File: config.mk
export PLATFORM = sky130hd
export DESIGN_NAME = raizing_gcu_vcount
export DESIGN_NICKNAME = d
export VERILOG_FILES = /design/src/rtl/raizing_gcu_vcount.sv
export SDC_FILE = /design/constraint.sdc
export NUM_CORES = 1
export LEC_CHECK = 0
export ABC_CLOCK_PERIOD_IN_PS = 1790
export BUFFER_PORTS_ARGS = -buffer_cell sky130_fd_sc_hd__buf_2
export CORE_UTILIZATION = 35
export CTS_BUF_LIST = sky130_fd_sc_hd__clkbuf_8
export CTS_CLUSTER_DIAMETER = 50
export DETAILED_ROUTE_END_ITERATION = 8
export GPL_TIMING_DRIVEN = 0
export PLACE_DENSITY = 0.64
export SETUP_SLACK_MARGIN = 0.2
export SKIP_LAST_GASP = 1
export SLEW_MARGIN = 20
export SYNTH_ARGS = -nofsm -noshare
export SYNTH_HDL_FRONTEND = slang
export SYNTH_SLANG_ARGS = --single-unit
File: constraint.sdc
create_clock -name clk -period 1.79 [get_ports clk]
set_input_delay 0.358 -clock clk [delete_from_list [all_inputs] [get_ports clk]]
set_output_delay 0.358 -clock clk [all_outputs]
set_load 0.03 [all_outputs]
File: src/rtl/raizing_gcu_vcount.sv
// GCU video counter block: sync-window flags, CPU status snapshot, frame counter
// and the vblank / raster interrupt latches.
module raizing_gcu_vcount (
  input  logic        clk,
  input  logic        reset,
  input  logic        pxl_cen,
  input  logic [8:0]  hpos,
  input  logic [8:0]  vpos,
  input  logic        lhbl,
  input  logic        lvbl,
  input  logic [8:0]  hs_start,
  input  logic [8:0]  hs_end,
  input  logic [8:0]  vs_start,
  input  logic [8:0]  vs_end,
  input  logic        cpu_rd,
  output logic [15:0] rd_data,
  output logic        rd_valid,
  input  logic        irq_en,
  input  logic        raster_en,
  input  logic [8:0]  raster_line,
  input  logic        irq_ack,
  output logic        vblank_irq,
  output logic        raster_irq,
  output logic [7:0]  frame_cnt
);

  localparam logic [8:0] LINES_PER_FRAME = 9'd263;

  logic        hs_flag;
  logic        vs_flag;
  logic        lvbl_q;
  logic [8:0]  vpos_q;
  logic        lvbl_d;
  logic        raster_armed;
  logic        hs_win;
  logic        vs_win;
  logic [15:0] status;
  logic        vblank_edge;
  logic        raster_hit;
  logic        unused_lhbl;

  assign unused_lhbl = lhbl;

  // Windows are non-wrapping: an inverted or empty range never asserts.
  always_comb begin
    hs_win = (hs_start < hs_end) && (hpos >= hs_start) && (hpos < hs_end);
    vs_win = (vs_start < vs_end) && (vpos >= vs_start) && (vpos < vs_end);
    status = {hs_flag, vs_flag, ~lvbl_q, 4'b0000, vpos_q};
    vblank_edge = lvbl_d && !lvbl;
    raster_hit = pxl_cen && raster_en && raster_armed && (raster_line < LINES_PER_FRAME) &&
                 (vpos == raster_line) && (hpos == hs_start);
  end

  always_ff @(posedge clk or posedge reset) begin
    if (reset) begin
      hs_flag <= 1'b0;
      vs_flag <= 1'b0;
      lvbl_q  <= 1'b1;
      vpos_q  <= 9'd0;
    end else if (pxl_cen) begin
      hs_flag <= hs_win;
      vs_flag <= vs_win;
      lvbl_q  <= lvbl;
      vpos_q  <= vpos;
    end
  end

  // The snapshot takes the registered status, so a coincident pixel update is not seen.
  always_ff @(posedge clk or posedge reset) begin
    if (reset) begin
      rd_data  <= 16'd0;
      rd_valid <= 1'b0;
    end else begin
      rd_valid <= cpu_rd;
      if (cpu_rd) rd_data <= status;
    end
  end

  always_ff @(posedge clk or posedge reset) begin
    if (reset) begin
      lvbl_d     <= 1'b1;
      frame_cnt  <= 8'd0;
      vblank_irq <= 1'b0;
    end else begin
      lvbl_d <= lvbl;
      if (vblank_edge) frame_cnt <= frame_cnt + 8'd1;
      vblank_irq <= (vblank_edge && irq_en) || (vblank_irq && !irq_ack);
    end
  end

  // Arming tracks the previous sampled dot, so hpos must leave hs_start before another hit.
  always_ff @(posedge clk or posedge reset) begin
    if (reset) begin
      raster_armed <= 1'b0;
      raster_irq   <= 1'b0;
    end else begin
      if (pxl_cen) raster_armed <= (hpos != hs_start);
      raster_irq <= raster_hit || (raster_irq && !irq_ack);
    end
  end

endmodule

==> summary.md <==
| Metric | Value |
|---|---|
| Cell depth of the worst flop-to-flop path | `5` |
| Critical Path Sink Type | `register` |
| Critical Path RT | `2.00 ns` |
| Post-synth top area share | `32.3%` |
| Final instance area | `3460 um2` |
| Combinational Power Share | `34.5%` |
| Clock Pin Slew Worst Setup and Hold Paths | `0.07 ns` |
| WP data arrival | `1.73 ns` |
| Switching Fraction | `35.1%` |
| Worst clock skew | `0.00353 ns` |
| Async SR Flop Fraction | `100%` |
| R2r endpoint | `frame_cnt[7]` |
| TNS Setup | `0 ns` |
| Hold WS | `0.0525 ns` |
| Clock latency on the worst-skew pair | `0.28 ns` |
| Hold_buf cts | `0` |
| Unrepaired setup endpoints after global routing | `false` |
| Mapped Area | `2710 um2` |
| Max Buffers Root-to-Sink | `2` |
| Post-Route Utilization | `46.9%` |
| Initial core utilization | `36.8%` |
| Crit Path Max Fanout | `2` |
| I/O Buffers | `92` |
| Switching pwr | `909 uW` |
| First-pass GRT wire length | `10600 um` |
| Slew Viols, Final | `0` |
| Setup ws final | `0.269 ns` |
| Flop2flop setup slack | `0.29 ns` |
| Die X | `90.0 um` |
| Largest area contributor in the netlist | `dfrtp_1` |
| Slew @ Worst Pin | `0.614 ns` |
| Final hold violation count | `0` |
| Number of synthesized register bits | `37` |
| Number of iterations in the first detailed-routing pass | `3` |
| CTS tree | `done` |
| Critical path startpoint category | `primary input` |
| Reg power frac | `41.3%` |
| Slew headroom | `59.0%` |
| # rows | `31` |
| Hold Crit Class | `primary input to async pin` |
| Layout cells sized above 1 | `35.6%` |
| Worst R2R Start | `lvbl_d` |
| Gpl congestion | `0.813` |
| Sequential share of the synthesized area | `34.3%` |
| Area Overhead vs Synth | `27.6%` |
| Post-route DRC | `0` |
| Core area | `7370 um2` |
| Non-filler cells, final | `470` |
| ANT cells | `0` |
| Maximum clock frequency | `657 MHz` |
| DR vias | `2201` |
| GRT overflow | `0` |
| NumNets Final | `493` |
| P per Cell Area | `750 nW/um2` |
| Die Span Y | `90.0 um` |
| CP Class | `primary input to register` |
| Post-DR vias/cell | `4.68` |
| Ports | `99` |
| Final setup vio count | `0` |
| Post-DP HPWL | `5260 um` |
| Pre-CTS setup slack | `-0.0375 ns` |
| CTS sink count | `37` |
| Top-count cell post-synth | `ha_1` |
| H-tree lvl count | `2` |
| Max Cap Viol | `0` |
| Cell Int Power | `1.68 mW` |
| Total power draw | `2.59 mW` |
| Initial DRC count | `58` |
| Num CTS Buffers | `5` |
| Fillcell total | `749` |
| WL/cell | `13.1 um` |
| Dpl cells | `462` |
| Area contributors post-synth | `dfrtp_1 (32%), ha_1 (24%), mux2_2 (7.1%)` |
| Unique cell type count in the Yosys netlist | `40` |
| Die area | `8100 um2` |
| Top_reg_cell synth | `dfrtp_1` |
| Period utilization | `85.0%` |
| Status | `finished, final reports clean` |
| Total track usage | `16.1%` |
| Leakage | `1.86 nW` |
| Final min period | `1.52 ns` |
| Synth top cells by count | `ha_1 (51), inv_1 (38), dfrtp_1 (35)` |
| DP Area | `3350 um2` |
| VDD IR-drop max | `0.000541 V` |
| Setup Fix Bufs, Post-CTS | `0` |
| Synthesized instance count | `267` |
| Pin count of the biggest net entering global routing | `22` |
| Post-synth EDFFs | `0` |
| Initial antenna violation count | `0` |
| Routed Antenna Nets | `0` |
| Number of global-route vias before repair | `2326` |
| Synth warn | `0` |
| Root Buffer | `clkbuf_8` |
| Clock Power Share | `24.3%` |
| Mapped Avg Cell Area | `10.1 um2` |
| Final WL | `6160 um` |
## power groups by stage
stage          Combinational [mW]  Clock (mW)  Sequential [mW]
6_report                    0.893       0.629             1.07
3_5_place_dp                0.902           0             1.09
2_1_floorplan               0.385           0             1.28
4_1_cts                     0.907       0.657             1.07
3_3_place_gp                0.875           0             1.08
5_1_grt                     0.994       0.691             1.09
## logic make-up (layout without fill, tap and decap cells)
| kind of cell | after synthesis | in the layout | synth area share, % |
|---|---|---|---|
| xor gates and xnor gates | 16 | 16 | 5.17 |
| and+or+nand+nor | 48 | 48 | 9.33 |
| AOI/OAI and AO/OA | 47 | 47 | 11.2 |
| other | 1 | 4 | 0.138 |
| adders and majority gates | 51 | 51 | 23.6 |
| muxes | 22 | 22 | 9.15 |
| DFF | 37 | 37 | 34.3 |
| buffers and inverters | 45 | 146 | 7.16 |
## critical path, stage by stage
cell      delay, ns
buf_2          0.11
or4_1          0.51
a311o_1        0.29
a2111o_1       0.40
o21ai_2        0.06
## cell type report
class / instances / area, um2 / area share (%)
multi-input combinational: 188 / 1620 / 46.9
clock buffer: 7 / 96.3 / 2.79
clock inverter: 1 / 5.00 / 0.145
tap: 99 / 124 / 3.58
buffer: 7 / 51.3 / 1.48
timing repair buffer: 93 / 488 / 14.1
inverter: 38 / 143 / 4.13
sequential: 37 / 928 / 26.9
## state kept, by name, indices dropped and copies added (netlist names)
signal / cells
raster_irq: 1
raster_armed: 1
rd_valid: 1
hs_flag: 1
rd_data: 12
lvbl_d: 1
vs_flag: 1
lvbl_q: 1
vblank_irq: 1
frame_cnt: 8
vpos_q: 9
## cells in the final DEF (no fill, tap or decap), drive strengths merged
cell type / synthesis / routed
a21o: 4 / 4
nor4: 1 / 1
a221o: 1 / 1
nand2: 12 / 12
xor2: 7 / 7
a22oi: 1 / 1
conb: 1 / 4
ha: 51 / 51
nand4: 9 / 9
a221oi: 1 / 1
clkinv: 0 / 1
nand2b: 5 / 5
a21oi: 21 / 21
o21ai: 8 / 8
a31oi: 1 / 1
clkbuf: 2 / 9
o211a: 2 / 2
a211oi: 1 / 1
nor2b: 4 / 4
dfstp: 2 / 2
or4: 1 / 1
mux2: 22 / 22
buf: 5 / 98
o41ai: 1 / 1
and4: 2 / 2
nor2: 6 / 6
o32ai: 1 / 1
o2111ai: 1 / 1
inv: 38 / 38
a311o: 1 / 1
xnor2: 9 / 9
a41oi: 2 / 2
a2111o: 1 / 1
dfrtp: 35 / 35
nand3: 8 / 8
## worst max path at each step
stage / to / startpoint / depth (start not counted) / slack [ns]
after CTS: raster_irq / raster_line[7] / 5 / 0.26
final: raster_irq / raster_line[7] / 5 / 0.27
after global placement: raster_irq / raster_line[7] / 5 / -0.03
after global routing: frame_cnt[7] / lvbl_d / 5 / 0.20
after detailed placement: raster_irq / raster_line[7] / 5 / -0.04
after floorplan: raster_irq / raster_line[7] / 4 / 0.17
## layer usage
metal | up-vias | share of wire, % | global-route usage, %
met5 | - | 0 | 0
met4 | 0 | 0.78 | 4.70
met3 | 6 | 3.8 | 2.71
met2 | 50 | 48 | 28.3
met1 | 1003 | 47 | 20.4
li1 | 1142 | - | -
## what timing repair did
action                                  CTS  global route
pin swaps                                 0             0
endpoints found under the setup margin    1             1
gates resized for setup                   1             1
Power figures use the tool's default switching activity.
